### src/rtl/acq_pkg.sv
`default_nettype none
// ============================================================================
// Module  : acq_pkg
// Brief   : Shared types and constants for the acquisition trigger engine:
//           FSM state encoding, trigger-type codes and default widths.
// Rev     : 1.0  initial release
// ============================================================================
package acq_pkg;

  localparam int NCH_DEF  = 4;
  localparam int SW_DEF   = 12;
  localparam int LENW_DEF = 16;
  localparam int TMOW_DEF = 24;

  localparam logic [1:0] TRIG_IMM  = 2'd0;
  localparam logic [1:0] TRIG_RISE = 2'd1;
  localparam logic [1:0] TRIG_FALL = 2'd2;

  typedef enum logic [1:0] {
    IDLE    = 2'd0,
    WAIT_A  = 2'd1,
    WAIT_B  = 2'd2,
    CAPTURE = 2'd3
  } acq_state_e;

  // The reserved trigger code behaves exactly like an immediate trigger.
  function automatic logic [1:0] norm_trig_type(input logic [1:0] t);
    return (t == 2'd3) ? TRIG_IMM : t;
  endfunction

endpackage
`default_nettype wire

### src/rtl/acq_trig_detect.sv
`default_nettype none
// ============================================================================
// Module  : acq_trig_detect
// Brief   : Channel multiplexer plus two-phase signed threshold detector.
//           Rising : phase A = sample < lower, phase B = sample > upper.
//           Falling: phase A = sample > upper, phase B = sample < lower.
//           Immediate/reserved types never report a hit. Channel indices at
//           or beyond NCH select channel 0. Requires NCH >= 2.
// Rev     : 1.0  initial release
// ============================================================================
module acq_trig_detect
  import acq_pkg::*;
#(
  parameter int NCH = NCH_DEF,
  parameter int SW  = SW_DEF,
  parameter int CHW = $clog2(NCH)
) (
  input  logic [NCH*SW-1:0]     samples_i,
  input  logic [CHW-1:0]        ch_i,
  input  logic signed [SW-1:0]  lower_i,
  input  logic signed [SW-1:0]  upper_i,
  input  logic [1:0]            type_i,
  output logic                  phase_a_hit_o,
  output logic                  phase_b_hit_o
);

  logic signed [SW-1:0] w_sel;
  logic                 w_below;
  logic                 w_above;

  // Select the compared channel; out-of-range indices fall back to channel 0
  always_comb begin
    w_sel = samples_i[SW-1:0];
    for (int n = 0; n < NCH; n++) begin
      if (int'(ch_i) == n) w_sel = samples_i[n*SW +: SW];
    end
  end

  assign w_below = (w_sel < lower_i);
  assign w_above = (w_sel > upper_i);

  // Map the two threshold results onto the phases of the selected edge type
  always_comb begin
    phase_a_hit_o = 1'b0;
    phase_b_hit_o = 1'b0;
    case (type_i)
      TRIG_RISE: begin
        phase_a_hit_o = w_below;
        phase_b_hit_o = w_above;
      end
      TRIG_FALL: begin
        phase_a_hit_o = w_above;
        phase_b_hit_o = w_below;
      end
      default: ;
    endcase
  end

endmodule
`default_nettype wire

### src/rtl/acq_trigger_engine.sv
`default_nettype none
// ============================================================================
// Module  : acq_trigger_engine
// Brief   : Multi-channel trigger and acquisition sequencer. Arms on a pulse,
//           waits for an immediate/rising/falling trigger, then streams a
//           programmed number of sample words into the capture FIFO, with
//           overrun, abort and done reporting.
//           Optional feature macro: ACQ_AUTOTRIG_EN (auto-trigger timeout).
// Rev     : 1.0  initial release
// ============================================================================
module acq_trigger_engine
  import acq_pkg::*;
#(
  parameter int NCH  = NCH_DEF,
  parameter int SW   = SW_DEF,
  parameter int LENW = LENW_DEF,
  parameter int TMOW = TMOW_DEF
) (
  input  logic                     clk,
  input  logic                     rstn,
  input  logic                     arm,
  input  logic                     abort,
  input  logic [1:0]               trig_type,
  input  logic [$clog2(NCH)-1:0]   trig_ch,
  input  logic signed [SW-1:0]     lower_thresh,
  input  logic signed [SW-1:0]     upper_thresh,
  input  logic [LENW-1:0]          cap_len,
  input  logic [TMOW-1:0]          autotrig_tmo,
  input  logic [NCH*SW-1:0]        samples_in,
  input  logic                     samples_valid,
  input  logic                     fifo_afull,
  output logic                     fifo_wr,
  output logic [NCH*SW-1:0]        fifo_data,
  output logic                     busy,
  output logic                     done,
  output logic                     overrun,
  output logic                     auto_fired,
  output logic [LENW-1:0]          sample_count
);

  localparam int CHW = $clog2(NCH);

  logic [NCH*SW-1:0]    s_q;
  logic                 v_q;
  acq_state_e           state_q;
  logic [1:0]           type_q;
  logic [CHW-1:0]       ch_q;
  logic signed [SW-1:0] lower_q;
  logic signed [SW-1:0] upper_q;
  logic [LENW-1:0]      len_q;
  logic [LENW-1:0]      count_q;
  logic                 fifo_wr_q;
  logic [NCH*SW-1:0]    fifo_data_q;
  logic                 done_q;
  logic                 overrun_q;

  logic                 w_hit_a;
  logic                 w_hit_b;
  logic                 w_take;
  logic                 w_tmo_fire;
  logic                 w_auto_go;
  logic [LENW-1:0]      w_count_inc;

  // Stage 0: register the incoming sample word and its qualifier
  always_ff @(posedge clk or negedge rstn) begin
    if (!rstn) begin
      s_q <= '0;
      v_q <= 1'b0;
    end else begin
      s_q <= samples_in;
      v_q <= samples_valid;
    end
  end

  acq_trig_detect #(
    .NCH (NCH),
    .SW  (SW),
    .CHW (CHW)
  ) u_detect (
    .samples_i     (s_q),
    .ch_i          (ch_q),
    .lower_i       (lower_q),
    .upper_i       (upper_q),
    .type_i        (type_q),
    .phase_a_hit_o (w_hit_a),
    .phase_b_hit_o (w_hit_b)
  );

  assign w_count_inc = (count_q == {LENW{1'b1}}) ? count_q : count_q + LENW'(1);

  // The phase-B sample is itself the first captured word, so it shares the
  // write path with the CAPTURE state.
  assign w_take    = v_q & (((state_q == WAIT_B) & w_hit_b) | (state_q == CAPTURE));
  assign w_auto_go = w_tmo_fire & ~w_take;

`ifdef ACQ_AUTOTRIG_EN
  logic [TMOW-1:0] tmo_cnt_q;
  logic            auto_fired_q;

  // Timeout counter runs only while waiting for a trigger
  always_ff @(posedge clk or negedge rstn) begin
    if (!rstn) begin
      tmo_cnt_q <= '0;
    end else if (state_q == WAIT_A || state_q == WAIT_B) begin
      tmo_cnt_q <= tmo_cnt_q + TMOW'(1);
    end else begin
      tmo_cnt_q <= '0;
    end
  end

  assign w_tmo_fire = ((state_q == WAIT_A) || (state_q == WAIT_B)) &&
                      (autotrig_tmo != '0) &&
                      (tmo_cnt_q == autotrig_tmo - TMOW'(1));
  assign auto_fired = auto_fired_q;
`else
  logic w_unused_tmo;
  assign w_unused_tmo = ^autotrig_tmo;
  assign w_tmo_fire   = 1'b0;
  assign auto_fired   = 1'b0;
`endif

  // Sequencer: arm/trigger/capture control with registered outputs
  always_ff @(posedge clk or negedge rstn) begin
    if (!rstn) begin
      state_q     <= IDLE;
      type_q      <= TRIG_IMM;
      ch_q        <= '0;
      lower_q     <= '0;
      upper_q     <= '0;
      len_q       <= '0;
      count_q     <= '0;
      fifo_wr_q   <= 1'b0;
      fifo_data_q <= '0;
      done_q      <= 1'b0;
      overrun_q   <= 1'b0;
`ifdef ACQ_AUTOTRIG_EN
      auto_fired_q <= 1'b0;
`endif
    end else begin
      fifo_wr_q <= 1'b0;
      done_q    <= 1'b0;
      if (abort) begin
        state_q <= IDLE;
        done_q  <= (state_q != IDLE);
      end else begin
        case (state_q)
          IDLE: begin
            if (arm) begin
              type_q    <= norm_trig_type(trig_type);
              ch_q      <= trig_ch;
              lower_q   <= lower_thresh;
              upper_q   <= upper_thresh;
              len_q     <= cap_len;
              count_q   <= '0;
              overrun_q <= 1'b0;
`ifdef ACQ_AUTOTRIG_EN
              auto_fired_q <= 1'b0;
`endif
              if (norm_trig_type(trig_type) != TRIG_IMM) begin
                state_q <= WAIT_A;
              end else if (cap_len == '0) begin
                done_q <= 1'b1;
              end else begin
                state_q <= CAPTURE;
              end
            end
          end
          WAIT_A: begin
            // A phase-A hit is not a trigger, so the timeout takes precedence
            if (!w_tmo_fire && v_q && w_hit_a) state_q <= WAIT_B;
          end
          WAIT_B:  ;
          CAPTURE: ;
          default: state_q <= IDLE;
        endcase

        if (w_auto_go) begin
`ifdef ACQ_AUTOTRIG_EN
          auto_fired_q <= 1'b1;
`endif
          if (len_q == '0) begin
            state_q <= IDLE;
            done_q  <= 1'b1;
          end else begin
            state_q <= CAPTURE;
          end
        end

        if (w_take) begin
          if (len_q == '0) begin
            state_q <= IDLE;
            done_q  <= 1'b1;
          end else if (fifo_afull) begin
            state_q   <= IDLE;
            done_q    <= 1'b1;
            overrun_q <= 1'b1;
          end else begin
            fifo_wr_q   <= 1'b1;
            fifo_data_q <= s_q;
            count_q     <= w_count_inc;
            if (w_count_inc == len_q) begin
              state_q <= IDLE;
              done_q  <= 1'b1;
            end else begin
              state_q <= CAPTURE;
            end
          end
        end
      end
    end
  end

  assign fifo_wr      = fifo_wr_q;
  assign fifo_data    = fifo_data_q;
  assign busy         = (state_q != IDLE);
  assign done         = done_q;
  assign overrun      = overrun_q;
  assign sample_count = count_q;

endmodule
`default_nettype wire

### config.mk
export PLATFORM = sky130hd
export DESIGN_NAME = acq_trigger_engine
export DESIGN_NICKNAME = d
export VERILOG_FILES = /design/src/rtl/acq_pkg.sv /design/src/rtl/acq_trig_detect.sv /design/src/rtl/acq_trigger_engine.sv
export SDC_FILE = /design/constraint.sdc
export NUM_CORES = 1
export LEC_CHECK = 0
export BUFFER_PORTS_ARGS = -buffer_cell sky130_fd_sc_hd__buf_2
export CAP_MARGIN = 0
export CORE_MARGIN = 2
export CORE_UTILIZATION = 58
export CTS_CLUSTER_DIAMETER = 40
export DETAILED_ROUTE_END_ITERATION = 7
export HOLD_SLACK_MARGIN = 0.08
export PLACE_DENSITY_LB_ADDON = 0.25
export SYNTH_ARGS = -nofsm -noshare
export SYNTH_HDL_FRONTEND = slang
export SYNTH_SLANG_ARGS = --single-unit
export TNS_END_PERCENT = 100
### constraint.sdc
create_clock -name clk -period 7.4 [get_ports clk]
set_clock_uncertainty 0.05 [all_clocks]
set_input_delay 1.48 -clock clk [delete_from_list [all_inputs] [get_ports clk]]
set_output_delay 1.48 -clock clk [all_outputs]
set_load 0.05 [all_outputs]
==> results of run 1 <==
sequential cells by signal, indices dropped and copies added, names as in the netlist, 2 cells and up:
name,cells
fifo_data,48
s_q,48
len_q,16
sample_count,16
lower_q,12
upper_q,12
ch_q,2
state_q,2
type_q,2
logic make-up after synthesis:
| group | count (synthesis) | share of synthesized area [%] |
|---|---|---|
| simple gates | 218 | 14.1 |
| flops | 162 | 53.1 |
| compound gates | 124 | 11.0 |
| buf+inv | 75 | 4.19 |
| mux | 64 | 11.0 |
| fa+ha+maj | 28 | 4.58 |
| xor+xnor | 18 | 2.06 |
| other cells | 1 | 0.0491 |
metrics by stage:
stage	power [W]	utilization, %	hold slack (ns)	cells
after floorplan	0.00257	-	0.402	690
after global placement	0.00297	67.3	0.429	996
after detailed placement	0.00305	67.3	0.438	996
after CTS	0.00399	72.2	0.453	1028
after global routing	0.00419	72.2	0.470	1029
final	0.00398	72.2	0.453	1029
worst max-delay path by stage:
stage | start | to | slack [ns] | cells after the start
floorplan | ch_q[0]$_DFFE_PN0P_ | sample_count[11]$_DFFE_PN0N_ | 3.52 | 14
global placement | ch_q[0]$_DFFE_PN0P_ | fifo_data[18]$_DFFE_PN0P_ | 2.89 | 10
detailed placement | ch_q[0]$_DFFE_PN0P_ | fifo_data[11]$_DFFE_PN0P_ | 2.71 | 10
CTS | ch_q[0]$_DFFE_PN0P_ | fifo_data[11]$_DFFE_PN0P_ | 2.71 | 10
global route | ch_q[0]$_DFFE_PN0P_ | sample_count[11]$_DFFE_PN0N_ | 2.50 | 11
finish | ch_q[0]$_DFFE_PN0P_ | fifo_data[3]$_DFFE_PN0P_ | 2.74 | 10
cell type report:
class | instances | area, um2 | share of cell area [%]
inverters | 40 | 150 | 1.63
clock inverters | 15 | 195 | 2.12
diodes | 1 | 2.50 | 0.0272
well taps | 172 | 215 | 2.34
clock buffers | 17 | 425 | 4.63
repair buffers | 169 | 862 | 9.38
flip-flops and latches | 162 | 4050 | 44.1
multi-input cells | 453 | 3280 | 35.7
layer usage:
| metal | up-vias | GRT usage [%] | wire length, um |
|---|---|---|---|
| li1 | 2749 | - | - |
| met1 | 2922 | 38.2 | 8280 |
| met2 | 228 | 46.1 | 9410 |
| met3 | 40 | 9.36 | 1500 |
| met4 | 0 | 10.4 | 484 |
| met5 | - | 0 | 0 |
synth_stat cells (3+ instances only):
cell type,count
nor2_1,23
or3_1,3
buf_4,3
a21o_1,5
o22a_1,4
nor4_1,10
and3_1,6
o21ai_0,37
mux2i_1,3
xnor2_1,11
nand2_1,106
nand2b_1,3
clkbuf_1,14
a31oi_1,6
mux4_2,11
a211oi_1,6
a211o_1,8
o2111ai_1,4
a21oi_1,19
ha_1,28
xor2_1,7
inv_1,40
buf_2,16
nor3_1,18
mux2_2,50
nand4_1,7
nor2b_1,3
dfrtp_1,162
and2_1,3
o211ai_1,5
nand3_1,16
power groups by stage:
stage	logic [W]	clock network, W	registers (W)
detailed placement	0.00167	0	0.00138
CTS	0.00169	0.000924	0.00137
global route	0.00182	0.000965	0.00141
floorplan	0.000821	0	0.00175
finish	0.00169	0.000920	0.00137
global placement	0.00161	0	0.00136
worst register-to-register path, stage by stage, from the launching register on:
cell and delay, ns:
dfrtp_1 0.95, mux4_2 0.69, ha_1 0.35, a21o_1 0.17
a211oi_1 0.24, a31oi_1 0.11, o21ai_1 0.23, o41ai_1 0.16
o21bai_4 0.47, buf_4 0.68, mux2_2 0.46
cells in the final DEF (no fill, tap or decap), types with 7 or more instances in the layout:
master	count
clkbuf_16	17
nor3_1	18
xor2_1	7
dfrtp_1	162
xnor2_1	11
mux4_2	11
o21ai_0	37
a211o_1	8
nand2_1	106
mux2_2	50
nor4_1	10
ha_1	28
inv_1	40
nor2_1	22
a21oi_1	19
nand4_1	7
buf_2	164
nand3_1	16
==> run summary, run 1 <==
Status: completed
Fin nets: 993
Syn avg cell area: 11.1 um2
Critical path buffer and inverter count: 1
Post-Syn Area: 0.00764 mm2
Crit path kind: register to register
Cts bufs inserted: 17
Cells after Synth: 690
First-pass GRT wire length: 31500 um
Clock share of power: 23.1%
Die Area: 0.0141 mm2
Starting density of the core: 60.1%
Reg2Reg Setup Slack: 2.74 ns
# rows: 41
Critical Path, Cell by Cell: mux4_2 -> ha_1 -> a21o_1 -> a211oi_1 -> a31oi_1 -> o21ai_1 -> o41ai_1 -> o21bai_4 -> buf_4 -> mux2_2
Critical Path RT: 7.67 ns
Seq/Total Area, Yosys: 53.1%
Power Internal: 0.00225 W
CTS Sinks: 162
GP Congestion: 0.908
Worst R2R Path Depth: 10
Crit path largest cell delay: 0.95 ns
Post-DP Area: 0.00856 mm2
Layout cell share with drive strength beyond 1: 32.5%
CTS Buffer Depth: 2
CP top delay family: compound AO/OA/AOI/OAI gates
Crit Reg-Reg Endpoint: fifo_data[3]$_DFFE_PN0P_
Via count of the routed design: 5939
Total grt overflow: 0
ANT nets after route: 0
Area grow syn2layout: 20.2%
CP max stage cell: dfrtp_1
NetSw: 0.00173 W
Largest cells by area after synthesis: dfrtp_1 53%, mux2_2 7.4%, nand2_1 5.2%
Post-route cell area: 0.00919 mm2
Core ar.: 0.0127 mm2
Peak supply drop: 0.000306 V
Hold path depth: 1
Post-synth EDFFs: 0
Max cap viols: 0
WL final: 19700 um
Final setup margin: 2.74 ns
Synth Flop Type: dfrtp_1
Fillers: 946
Highest clock rate: 215 MHz
H-tree levels: 4
TritonRoute pass-1 iters: 5
Setup TNS: 0 ns
Setup Viol. Count Final: 0
Worst Hold Endpoint: fifo_data[35]$_DFFE_PN0P_
Share of power burned in registers: 34.5%
Worst hold path class: register to register
Starting DRT DRC Count: 304
Slew HR: 35.6%
Worst slack, placed: 2.71 ns
Worst Min Path Start: fifo_data[35]$_DFFE_PN0P_
DP Wirelength: 14000 um
Initial antenna violation count: 1
Residual DRC: 0
# port buffers: 165
RSZ-0062 raised after global routing: false
Slew @ Worst Pin: 0.966 ns
Clock Pin Slew Worst Setup and Hold Paths: 0.07 ns
Max-slew violation count: 0
Cell variety after synth: 71
Root Driver: clkbuf_16
Switching share of power: 43.5%
Fin crit share: 63.0%
Yosys warnings: 0
Worst skew pair latency: 0.44 ns
Routed vias/inst: 5.77
Synth top area share: 53.1%
Crit path launch type: register
Routed len/inst: 19.1 um
Die H: 119 um
FF+latch count, synth: 162
Worst R2R Start: ch_q[0]$_DFFE_PN0P_
Vias in the first global route: 6035
Worst Path Max Fanout: 60
Pwr Density: 433 mW/mm2
Largest area contributor in the netlist: dfrtp_1
Setup crit end kind: register
CTS tree: yes
Largest net degree at the start of global routing: 110
Syn Nets: 840
Total track usage: 29.2%
Crit path DAT: 4.93 ns
Setup bufs post-CTS: 0
Final Hold Viols: 0
Comb pwr share: 42.5%
Die width: 119 um
Async SR Flop Fraction: 100%
Hold_buf cts: 0
IO Count: 191
P_leak: 4.54 nW
Post-CTS Resized: 0
Final min period: 4.66 ns
Note: power is estimated with default switching activity, not from simulation.
==> run 2: changes to the inputs <==
--- a/config.mk
+++ b/config.mk
@@ -5,10 +5,11 @@
 export SDC_FILE = /design/constraint.sdc
 export NUM_CORES = 1
 export LEC_CHECK = 0
+export ABC_AREA = 1
 export BUFFER_PORTS_ARGS = -buffer_cell sky130_fd_sc_hd__buf_2
 export CAP_MARGIN = 0
 export CORE_MARGIN = 2
-export CORE_UTILIZATION = 58
+export CORE_UTILIZATION = 53
 export CTS_CLUSTER_DIAMETER = 40
 export DETAILED_ROUTE_END_ITERATION = 7
 export HOLD_SLACK_MARGIN = 0.08
==> constraint.sdc (replaced) <==
create_clock -name clk -period 4.73 [get_ports clk]
set_clock_uncertainty 0.05 [all_clocks]
set_input_delay 0.946 -clock clk [delete_from_list [all_inputs] [get_ports clk]]
set_output_delay 0.946 -clock clk [all_outputs]
set_load 0.05 [all_outputs]
==> run 2 against run 1 <==
Compared with the run above: register-to-register slack lost 2.2 ns; hold slack lost 0.031 ns; final cell count grew 19%; non-clock buffer count is the same; global-route usage shrank 4.2 points; sequential power grew 53%; core utilization shrank 7.0 points; clock power grew 51%; critical path type unchanged; critical endpoint is now fifo_data[10]$_DFFE_PN0P_; highest routed layer unchanged.
==> run summary, run 2 <==
Via count of the routed design: 6343 (+6.8%)
Root Driver: clkbuf_16
Setup crit end kind: register
P_leak: 4.94 nW (+8.8%)
Fin nets: 1185 (+19%)
Setup TNS: 0 ns (unchanged)
Async SR Flop Fraction: 100% (unchanged)
Post-Synth Simple-Gate Area: 20.6% (+6.5 points)
CTS Buffer Depth: 2 (unchanged)
H-tree levels: 4 (unchanged)
Post-Syn Area: 0.00751 mm2 (-1.7%)
Crit path DAT: 4.45 ns (-0.48 ns)
Ant diodes: 0 (-1)
Syn Nets: 1030 (+23%)
Vias in the first global route: 5879 (-2.6%)
Die width: 123 um (+3.6%)
Crit path kind: register to register
Seq/Total Area, Yosys: 54.0% (+0.92 points)
Largest net degree at the start of global routing: 103 (-6.4%)
# rows: 43 (+4.9%)
Max cap viols: 0 (unchanged)
Adder-cell area share of the yosys netlist: 4.66% (+0.079 points)
Setup Viol. Count Final: 0 (unchanged)
Area grow syn2layout: 20.6%
CTS tree: yes
IO Count: 191 (unchanged)
DP Wirelength: 13100 um (-6.0%)
Starting DRT DRC Count: 427 (+40%)
Final min period: 4.16 ns (-0.501 ns)
Total track usage: 25.0% (-4.2 points)
Residual DRC: 0 (unchanged)
Pwr Density: 686 mW/mm2 (+58%)
# port buffers: 165 (unchanged)
Yosys warnings: 0 (unchanged)
Setup bufs post-CTS: 0 (unchanged)
Die H: 123 um (+3.6%)
Synth top area share: 54.0% (+0.92 points)
Cells after Synth: 880 (+28%)
FF+latch count, synth: 162 (unchanged)
Slew HR: 38.5% (+2.9 points)
Worst hold path class: register to register
Cell variety after synth: 35 (-51%)
Routed len/inst: 14.8 um (-23%)
RSZ-0062 raised after global routing: false
Post-synthesis mux area share: 0% (-11 points)
Cell mode on critical path: nand2_1
Combinational family with the most area after synthesis: simple AND/OR/NAND/NOR gates
Worst Path Max Fanout: 79 (+32%)
Initial antenna violation count: 0 (-1)
Slew @ Worst Pin: 0.923 ns (-0.0432 ns)
Max-slew violation count: 0 (unchanged)
GP Congestion: 0.863 (-5.0%)
Layout cell share with drive strength beyond 1: 20.0% (-12 points)
Top-count cell post-synth: nand2_1
Largest cells by area after synthesis: dfrtp_1 54%, nand2_1 14%, inv_1 5.1%
CP max stage cell: buf_4
Crit path largest cell delay: 0.64 ns (-0.31 ns)
CTS Sinks: 162 (unchanged)
Post-CTS Resized: 0 (unchanged)
Commonest non-fill, non-tap cell in the layout: nand2_1
Non-Filler Instances: 1228 (+19%)
First-pass GRT wire length: 28600 um (-9.1%)
Synth Flop Type: dfrtp_1
Hold_buf cts: 0 (unchanged)
Synth Area in XOR/XNOR: 2.33% (+0.27 points)
Post-synth top cells: 272 x nand2_1, 162 x dfrtp_1, 103 x inv_1
Peak supply drop: 0.000409 V (+34%)
Synth Area in Compound Gates: 11.0% (+0.023 points)
Syn avg cell area: 8.54 um2 (-23%)
Fin crit share: 87.9% (+25 points)
Largest area contributor in the netlist: dfrtp_1
Status: completed
Highest clock rate: 240 MHz (+12%)
ANT nets after route: 0 (unchanged)
Commonest cells after routing, fill and taps aside: 272 x nand2_1, 164 x buf_2, 162 x dfrtp_1
Crit path launch type: register
Total grt overflow: 0 (unchanged)
Final Hold Viols: 0 (unchanged)
Clock Pin Slew Worst Setup and Hold Paths: 0.07 ns (about the same)
Starting density of the core: 54.1% (-6.0 points)
Critical Path, Cell by Cell: nand2_2 -> nand2_1 -> o211ai_1 -> a22oi_1 -> ha_1 -> nand2_1 -> inv_1 -> o21ai_0 -> nand2_1 -> nand2_1 -> nand3_1 -> nand2_1 -> o21ai_0 -> nand3_1 -> nand2_1 -> nand2_1 -> nand2_2 -> nand2_2 -> nor2_4 -> nand2_2 -> buf_4 -> nand2_1 -> o21ai_1
Die Area: 0.0151 mm2 (+7.3%)
Worst skew pair latency: 0.42 ns (-0.02 ns)
Core ar.: 0.0139 mm2 (+9.1%)
WL final: 18200 um (-7.7%)
TritonRoute pass-1 iters: 6 (+1)
Cells after DPL: 1196 (+20%)
Critical Path RT: 5.02 ns (-2.65 ns)
Routed vias/inst: 5.17 (-11%)
Cts bufs inserted: 17 (unchanged)
Post-synth EDFFs: 0 (unchanged)
-- run 2: cell count changes in the layout (fill, tap and decap cells not counted), sizes merged, moves of 9 or more --
| cell | before | now |
|---|---|---|
| mux2 | 50 | 0 |
| nor3 | 18 | 4 |
| a22oi | 0 | 10 |
| nor2 | 25 | 34 |
| mux4 | 11 | 0 |
| o21ai | 40 | 101 |
| nor4 | 12 | 2 |
| nand3 | 18 | 51 |
| xor2 | 7 | 17 |
| nand2 | 106 | 277 |
| inv | 46 | 113 |
-- run 2: power by group --
part           total, W  leakage, nW  internal (W)  switching (W)
clock           0.00139        0.283      0.000794       0.000591
sequential      0.00209         2.01       0.00180       0.000286
combinational   0.00274         2.64      0.000813        0.00193
-- run 2: metal layers --
metal | global-route usage [%] | share of wire [%]
met4 | 7.88 | 1.5
met2 | 40.8 | 49
met1 | 33.3 | 43
met3 | 5.90 | 6.7
met5 | 0 | 0
-- run 2: through the flow --
stage               hold slack (ns)  util, %  power (W)  setup WS [ns]  cell area, um2
finish                        0.422     65.2    0.00621          0.571            9050
global route                  0.453     65.2    0.00667          0.172            9050
CTS                           0.424     65.2    0.00625          0.607            9050
detailed placement            0.413     60.9    0.00484          0.651            8460
global placement              0.401     60.9    0.00476          0.799            8460
floorplan                     0.387        -    0.00413           1.75            7510
-- run 2: path summary, 6_finish.rpt --
| check | to | start | cells after the start | slack (ns) |
|---|---|---|---|---|
| worst max-delay path | fifo_data[10]$_DFFE_PN0P_ | ch_q[0]$_DFFE_PN0P_ | 23 | 0.57 |
| worst min-delay path | fifo_data[19]$_DFFE_PN0P_ | s_q[19]$_DFF_PN0_ | 2 | 0.42 |
| worst max register to register | fifo_data[10]$_DFFE_PN0P_ | ch_q[0]$_DFFE_PN0P_ | 23 | 0.57 |
| worst min register to register | fifo_data[19]$_DFFE_PN0P_ | s_q[19]$_DFF_PN0_ | 2 | 0.42 |
| max in group asynchronous | s_q[25]$_DFF_PN0_ | rstn | 2 | 3.19 |
| min in group asynchronous | lower_q[4]$_DFFE_PN0P_ | rstn | 1 | 0.60 |
-- run 2: cells by family (layout without fill, tap and decap cells) --
group | Yosys count | after routing
xor+xnor | 20 | 20
simple gates | 379 | 379
flops | 162 | 162
other cells | 1 | 1
buf+inv | 140 | 308
fa+ha+maj | 28 | 28
compound gates | 150 | 150
-- run 2: cell type report --
class / count / area (um2)
fillers: 1180 / 4830
flip-flops and latches: 162 / 4050
multi-input cells: 578 / 2900
repair buffers: 169 / 875
clock buffers: 17 / 425
inverters: 107 / 402
well taps: 180 / 225
clock inverters: 15 / 173
-- run 2: worst max-delay path: cells and delay by family (launching register included) --
| kind | cells | cell delay, ns |
|---|---|---|
| fa+ha+maj | 1 | 0.33 |
| flops | 1 | 0.56 |
| buf+inv | 2 | 0.69 |
| compound gates | 5 | 0.82 |
| simple gates | 15 | 1.56 |
